### src/rtl/pipes.sv
// Shared pipeline definitions: fetch FSM states, stage indices and the
// bundled hazard control word for the default five-stage pipeline.
package pipes;

    typedef enum logic [1:0] {
        FS_IDLE = 2'd0,
        FS_WAIT = 2'd1,
        FS_DROP = 2'd2
    } fetch_state_t;

    localparam int F_IDX      = 0;
    localparam int D_IDX      = 1;
    localparam int EX_IDX_DEF = 2;

    typedef struct packed {
        logic [3:0] stall;
        logic [3:0] flush;
        logic       pc_hold;
        logic       pc_sel;
    } hazard_ctl_t;

endpackage

### src/rtl/sat_counter.sv
// Saturating up-counter; holds at all-ones once reached.
module sat_counter #(
    parameter int W = 32
) (
    input  logic         clk,
    input  logic         reset,
    input  logic         inc,
    output logic [W-1:0] count
);

    always_ff @(posedge clk) begin
        if (reset) begin
            count <= '0;
        end else if (inc && (count != {W{1'b1}})) begin
            count <= count + 1'b1;
        end
    end

endmodule

### src/rtl/hazard_ctrl.sv
// Central stall/flush controller: turns memory waits, load-use hazards and
// execute redirects into per-register hold/bubble vectors and a PC select.
module hazard_ctrl
    import pipes::*;
#(
    parameter int STAGES = 5,
    parameter int EX_IDX = 2,
    parameter int PC_W   = 64,
    parameter int CNT_W  = 32
) (
    input  logic              clk,
    input  logic              reset,
    input  logic              ireq_valid,
    input  logic              iresp_data_ok,
    input  logic              dreq_valid,
    input  logic              dresp_data_ok,
    input  logic              ld_use,
    input  logic              redirect_valid,
    input  logic [PC_W-1:0]   redirect_pc,
    output logic [STAGES-2:0] stall,
    output logic [STAGES-2:0] flush,
    output logic              pc_hold,
    output logic              pc_sel,
    output logic [PC_W-1:0]   pc_target,
    output logic              drop_fetch,
    output logic [CNT_W-1:0]  stall_cycles
);

    localparam int M_IDX = STAGES - 2;

    fetch_state_t    state_q;
    logic [PC_W-1:0] redirect_q;

    logic mem_busy;
    logic fetch_out;
    logic fetch_busy;
    logic [STAGES-2:0] stall_d;
    logic [STAGES-2:0] flush_d;

    assign mem_busy   = dreq_valid & ~dresp_data_ok;
    assign fetch_out  = (state_q != FS_IDLE);
    assign fetch_busy = (fetch_out & ~iresp_data_ok) |
                        ((state_q == FS_IDLE) & ireq_valid & ~iresp_data_ok);

    // Only one fetch is ever outstanding; a redirect during WAIT parks the
    // target in redirect_q until the stale response drains.
    always_ff @(posedge clk) begin
        if (reset) begin
            state_q    <= FS_IDLE;
            redirect_q <= '0;
        end else begin
            case (state_q)
                FS_IDLE: if (ireq_valid && !iresp_data_ok) state_q <= FS_WAIT;
                FS_WAIT: begin
                    if (iresp_data_ok) begin
                        state_q <= FS_IDLE;
                    end else if (redirect_valid && !mem_busy) begin
                        state_q    <= FS_DROP;
                        redirect_q <= redirect_pc;
                    end
                end
                FS_DROP: begin
                    if (iresp_data_ok) begin
                        state_q <= FS_IDLE;
                    end else if (redirect_valid && !mem_busy) begin
                        redirect_q <= redirect_pc;
                    end
                end
                default: state_q <= FS_IDLE;
            endcase
        end
    end

    always_comb begin
        stall_d    = '0;
        flush_d    = '0;
        pc_hold    = 1'b0;
        pc_sel     = 1'b0;
        drop_fetch = 1'b0;
        pc_target  = '0;

        if (mem_busy) begin
            for (int i = 0; i < M_IDX; i++) stall_d[i] = 1'b1;
            flush_d[M_IDX] = 1'b1;
            pc_hold        = 1'b1;
        end else if (redirect_valid) begin
            for (int i = 0; i < EX_IDX; i++) flush_d[i] = 1'b1;
            // Bus address must stay stable until the in-flight fetch returns.
            if (fetch_out && !iresp_data_ok) pc_hold = 1'b1;
            else                             pc_sel  = 1'b1;
        end else if (ld_use) begin
            stall_d[F_IDX] = 1'b1;
            flush_d[D_IDX] = 1'b1;
            pc_hold        = 1'b1;
        end else if (fetch_busy) begin
            flush_d[F_IDX] = 1'b1;
            pc_hold        = 1'b1;
        end

        if (state_q == FS_DROP) begin
            flush_d[F_IDX] = 1'b1;
            if (iresp_data_ok) begin
                drop_fetch = 1'b1;
                pc_sel     = 1'b1;
                pc_target  = redirect_q;
            end
        end

        if (redirect_valid) pc_target = redirect_pc;

        stall = stall_d & ~flush_d;
        flush = flush_d;

        if (reset) begin
            stall      = '0;
            flush      = '1;
            pc_hold    = 1'b0;
            pc_sel     = 1'b0;
            drop_fetch = 1'b0;
            pc_target  = redirect_valid ? redirect_pc : '0;
        end
    end

    sat_counter #(.W(CNT_W)) u_stall_cnt (
        .clk   (clk),
        .reset (reset),
        .inc   (|stall),
        .count (stall_cycles)
    );

endmodule

### config.mk
export PLATFORM = sky130hd
export DESIGN_NAME = hazard_ctrl
export DESIGN_NICKNAME = d
export VERILOG_FILES = /design/src/rtl/pipes.sv /design/src/rtl/sat_counter.sv /design/src/rtl/hazard_ctrl.sv
export SDC_FILE = /design/constraint.sdc
export NUM_CORES = 1
export LEC_CHECK = 0
export CELL_PAD_IN_SITES_DETAIL_PLACEMENT = 2
export CELL_PAD_IN_SITES_GLOBAL_PLACEMENT = 2
export CORE_MARGIN = 2
export CORE_UTILIZATION = 26
export CTS_CLUSTER_SIZE = 40
export DETAILED_ROUTE_END_ITERATION = 8
export PLACE_DENSITY = 0.95
export SYNTH_ARGS = -nofsm -noshare
export SYNTH_HDL_FRONTEND = slang
export SYNTH_HIERARCHICAL = 1
export SYNTH_SLANG_ARGS = --single-unit
### constraint.sdc
create_clock -name clk -period 4.6 [get_ports clk]
set_clock_uncertainty 0.15 [all_clocks]
set_input_delay 0.46 -clock clk [delete_from_list [all_inputs] [get_ports clk]]
set_output_delay 0.46 -clock clk [all_outputs]
set_load 0.1 [all_outputs]
-- Word-level counts from Yosys, hierarchy flattened
Cells that the tools add are included.
- equality and inequality tests: 6
- mux-type cells: 36
- add/subtract/negate cells: 1
- bitwise logic cells: 9
- reductions and logical operators: 12
- operator list (cell ; number):
    $mux 64 ; 5
    $add 32x1->32 const B ; 1
    $ne 32x32->1 const B ; 1
    $mux 1 ; 21
    $mux 2 ; 7
    $mux 4 ; 2
    $pmux 2 s3 ; 1
    $reduce_and 3->1 ; 2
    $and 1x1->1 ; 4
    $and 3x4->4 ; 1
    $logic_and 1x1->1 ; 4
    $not 4->4 ; 1
    $reduce_or 4->1 ; 1
    $ne 3x3->1 const B ; 1
    $eq 2x1->1 const B ; 1
    $eq 2x2->1 const B ; 1
    $logic_not 1->1 ; 2
    $logic_not 2->1 ; 1
    $ne 2x1->1 const B ; 1
    $ne 2x2->1 const B ; 1
    $not 1->1 ; 2
    $reduce_bool 2->1 ; 1
    $reduce_or 2->1 ; 1
    $or 1x1->1 ; 1
- logic and storage cells: 67
- output and inout bits: 107
- flip-flop bits (word level): 98
- bits of input ports: 72

-- Longest topological paths before layout
- depth in word-level cells: 14
- gate-level depth with buffers: 9
- gate-level depth less buffers: 9

-- Hierarchy
The synthesis kept the hierarchy.
- by module, submodules not included (module ; times used ; area an instance (um^2) ; cells an instance ; sequential area each (um^2)):
    hazard_ctrl ; 1 ; 3517.1 ; 539 ; 1321.3
    sat_counter ; 1 ; 1674.1 ; 199 ; 640.6

-- Worst setup path before layout
Ideal clock, no wire load.
- kind: register to output
- start: register state_q[0]
- end: output pc_target[54]
- stages on the path, launching flop included: 8
- setup slack: 495 ps
- arrival time: 3495 ps
- path buffers: 1
- required time: 3990 ps
- path through: dfxtp_1 > inv_1 > ha_1 > nand2_1 > nor2_2 > buf_2 > nand2_1 > o21ai_0
- longest elaborated chain between the ends: 4
- ends and longest elaborated chain (what ; RTL line ; source):
    start: declaration ; hazard_ctrl.sv:31 ; fetch_state_t state_q;
    start signal: assignment ; hazard_ctrl.sv:49 ; state_q <= FS_IDLE;
    start signal: assignment ; hazard_ctrl.sv:53 ; FS_IDLE: if (ireq_valid && !iresp_data_ok) state_q <= FS_WAIT;
    start signal: assignment ; hazard_ctrl.sv:56 ; state_q <= FS_IDLE;
    $eq 2x2->1 ; hazard_ctrl.sv:100 ; if (state_q == FS_DROP) begin
    $mux 64 ; hazard_ctrl.sv:100 ;
    $mux 64 ; hazard_ctrl.sv:109 ; if (redirect_valid) pc_target = redirect_pc;
    $mux 64 ; hazard_ctrl.sv:114 ; if (reset) begin
    end: declaration ; hazard_ctrl.sv:24 ; output logic [PC_W-1:0] pc_target,
Every way passes these cells.

-- Worst setup path in the final report
- start: register state_q[0]
- end: register u_stall_cnt.count[31]
- longest elaborated chain between the ends: 14
- elaborated cells between the ends (all ways): 17
- those cells by class: 1 x eq/ne; 6 x mux; 6 x bitwise; 4 x reduce/logical
- ends and longest elaborated chain (what ; RTL line ; source):
    $logic_not 2->1 ; hazard_ctrl.sv:43 ; ((state_q == FS_IDLE) & ireq_valid & ~iresp_data_ok);
    $and 1x1->1 (2 in a row) ; hazard_ctrl.sv:43 ;
    $or 1x1->1 ; hazard_ctrl.sv:42 ; assign fetch_busy = (fetch_out & ~iresp_data_ok) |
    $mux 1 ; hazard_ctrl.sv:95 ; end else if (fetch_busy) begin
    $mux 1 ; hazard_ctrl.sv:91 ; end else if (ld_use) begin
    $mux 2 ; hazard_ctrl.sv:86 ; end else if (redirect_valid) begin
    $mux 2 ; hazard_ctrl.sv:82 ; if (mem_busy) begin
    $mux 1 (*) ; hazard_ctrl.sv:100 ;
    $not 4->4 (*) ; hazard_ctrl.sv:111 ; stall = stall_d & ~flush_d;
    $and 3x4->4 (*) ; hazard_ctrl.sv:111 ;
    $mux 4 (*) ; hazard_ctrl.sv:114 ;
    $reduce_or 4->1 (*) ; hazard_ctrl.sv:127 ; .inc (|stall),
    $logic_and 1x1->1 (*) ; sat_counter.sv:14 ; end else if (inc && (count != {W{1'b1}})) begin
    end signal: assignment ; sat_counter.sv:15 ; count <= count + 1'b1;
    end: declaration ; sat_counter.sv:8 ; output logic [W-1:0] count
Every way passes the cells marked *; elsewhere a longest branch is shown, timed or not.
A chain may end at the register's enable or synchronous reset.

==> reports/results.txt <==
total negative setup slack: 0 ps
Post-CTS Setup Bufs: 0
clock tree from TritonCTS: yes
xor/xnor share of the synthesized area: 1.18%
Final Max Slew Viols: 0
final hold violation count: 0
top cells by area in the synthesized netlist: dfxtp_1, nand2_1, a21oi_1
Finished Core Util: 36.7%
Gates resized, CTS repair: 0
Max Fclk: 270 MHz
initial antenna violation count: 0
gp weighted congestion: 0.744
antenna cells: 0
count of boundary I/O pins: 179
Core ar.: 0.0195 mm2
simple-gate area share of the yosys netlist: 31.9%
mux share of post-synthesis cell area: 0.819%
leakage component of the power: 0.00243 uW
net load switching power: 901 uW
global-route wire length before repair: 32.7 mm
vias per cell: 5.01
arrival time at the worst endpoint: 3790 ps
number of synthesized flops with an enable pin: 0
clock slew at the register clock pins of the worst setup and hold paths: 80 ps
share of total power in sequential cells: 38.2%
smallest setup slack after layout: 898 ps
cell at the root of the clock tree: clkbuf_16
run status: finished, final reports clean
Primary FF master, synth: dfxtp_1
Hold WC Path Type: flop to flop
power share of the clock group: 33.1%
highest fanout seen on the critical path: 10
commonest non-fill, non-tap cell in the layout: nand2_1
growth of design area from synthesis to finish: 37.9%
critical path required time: 4690 ps
number of fill cells: 2343
insertion delay to the later sink of the worst-skew pair: 360 ps
vias in the first global route: 6204
Hold-fix buffers, CTS: 0
die area: 0.0211 mm2
total number of yosys warnings: 6
highest-count cells in the layout ignoring fill and taps: nand2_1, clkdlybuf4s50_1, dfxtp_1
post-synthesis instance total: 738
Crit. End Element: flop
internal cell power: 1520 uW
actual slew at the worst max-slew pin: 1050 ps
clock sink count: 98
Final setup viols: 0
Compound-Gate Fraction of Synth Area: 20.0%
category of the worst setup path launch point: flop
average wire length per cell after detail routing: 17.3 um
GR Overflow Total: 0
worst slew margin relative to its limit: 29.8%
netlist area before placement: 0.00519 mm2
count of distinct cell types in the synthesized netlist: 54
number of buffers added by the clock tree synthesis step: 9
floorplan row count: 51
PwrDens: 338 mW/mm2
share of flip-flops with an asynchronous set or reset after synthesis: 0%
layout cells sized above 1: 12.0%
post-synthesis share of cell area spent on full adders, half adders and majority gates: 1.21%
unrepaired setup endpoints after global routing: no
fraction of power spent switching nets: 37.2%
placed wire-length estimate after detailed placement: 14.0 mm
H-tree Lvls: 3
fraction of post-synthesis cell area in the top cell type by area: 37.8%
part of the Yosys area used for sequential elements: 37.8%
buffer depth of the longest clock path: 2
Total Wirelength: 19.8 mm
start-to-end type of the worst setup path: flop to flop
nets@finish: 953
R2R Setup Slk: 900 ps
Gate power share: 28.8%
height of the die: 145 um
GRT Total Usage: 18.7%
via count: 5736
number of buffer cells added on primary ports: 177
post-route DRC violation count: 0
number of iterations in the first detailed-routing pass: 4
count of state elements after synthesis: 98
portion of the clock cycle consumed by the worst path in the final layout: 80.5%
number of nets with antenna violations after detailed routing: 0
count of max-cap constraint violations: 0
Mean Syn Cell Area: 7.03 um2
cell type contributing the most total cell area after synthesis: dfxtp_1
total power: 2420 uW
total nets after synthesis: 815
dominant combinational cell family by area after synthesis: simple AND/OR/NAND/NOR gates
violation count after the first detailed-route iteration: 226
starting utilization of the core area: 26.6%
maximum number of pins on one net before global-route repair: 73
IR Drop Worst-Case VDD: 0.000182 V
worst-case hold slack: 309 ps
setup slack after placement: 580 ps
Die Width: 145 um
post-layout minimum cycle time: 3700 ps
[sequential cells by signal, indices dropped and copies added (netlist names)]
register           cells
redirect_q            64
state_q                2
u_stall_cnt/count     32
[critical path: stages, from the launching register on]
cell,delay (ps)
dfxtp_1,390
inv_1,110
ha_1,260
o21ai_0,370
nor2b_1,410
nand4_1,410
nor4_2,660
nand4_1,160
nor4_1,290
mux2_2,370
[per-layer routing]
layer / global-route usage, % / part of all wire [%]
met4: 4.61 / 1.3
met2: 33.5 / 50
met3: 4.31 / 4.9
met1: 22.6 / 43
met5: 0 / 0
[metrics by stage]
stage	cells	area, um2
2_1_floorplan	738	5190
5_1_grt	1146	7160
4_1_cts	1146	7160
6_report	1146	7160
3_3_place_gp	1130	6850
3_5_place_dp	1130	6850
[synth_stat cells, types with 6 or more instances]
library cell / n
a21oi_1: 87
o31ai_1: 12
xnor2_1: 6
dfxtp_1: 98
nand2b_1: 7
o21ai_0: 25
nand4_1: 10
nand2_1: 269
o21ai_1: 50
or4_1: 12
buf_6: 13
or3_1: 10
clkbuf_1: 28
nor2_1: 17
buf_2: 12
nand3_1: 13
[cell families (layout without fill, tap and decap cells)]
family,count (synthesis),count (layout)
AOI/OAI and AO/OA,189,189
other,1,1
adders and majority gates,5,5
DFF,98,98
buffers and inverters,64,207
and+or+nand+nor,370,370
muxes,4,4
xor gates and xnor gates,7,7
[power by group through the flow]
stage / registers (uW) / clock network, uW / logic, uW
2_1_floorplan: 943 / 0 / 509
3_3_place_gp: 937 / 0 / 681
3_5_place_dp: 943 / 0 / 700
4_1_cts: 924 / 827 / 703
5_1_grt: 930 / 853 / 746
6_report: 923 / 800 / 696
[area by class of cell]
class / count / area (um2) / share of cell area, %
clock buffers: 10 / 239 / 3.34
clock inverters: 6 / 65.1 / 0.909
inverters: 6 / 22.5 / 0.315
multi-input cells: 576 / 2870 / 40.2
flip-flops and latches: 98 / 1960 / 27.4
well taps: 265 / 332 / 4.63
repair buffers: 185 / 1660 / 23.2
[final timing paths]
check,cells past startpoint,start,to
max,9,state_q[0],u_stall_cnt/count[31]
min,2,redirect_q[53],redirect_q[53]
max reg2reg,9,state_q[0],u_stall_cnt/count[31]
min reg2reg,2,redirect_q[53],redirect_q[53]
No activity file was read; power rests on OpenSTA's default activity.
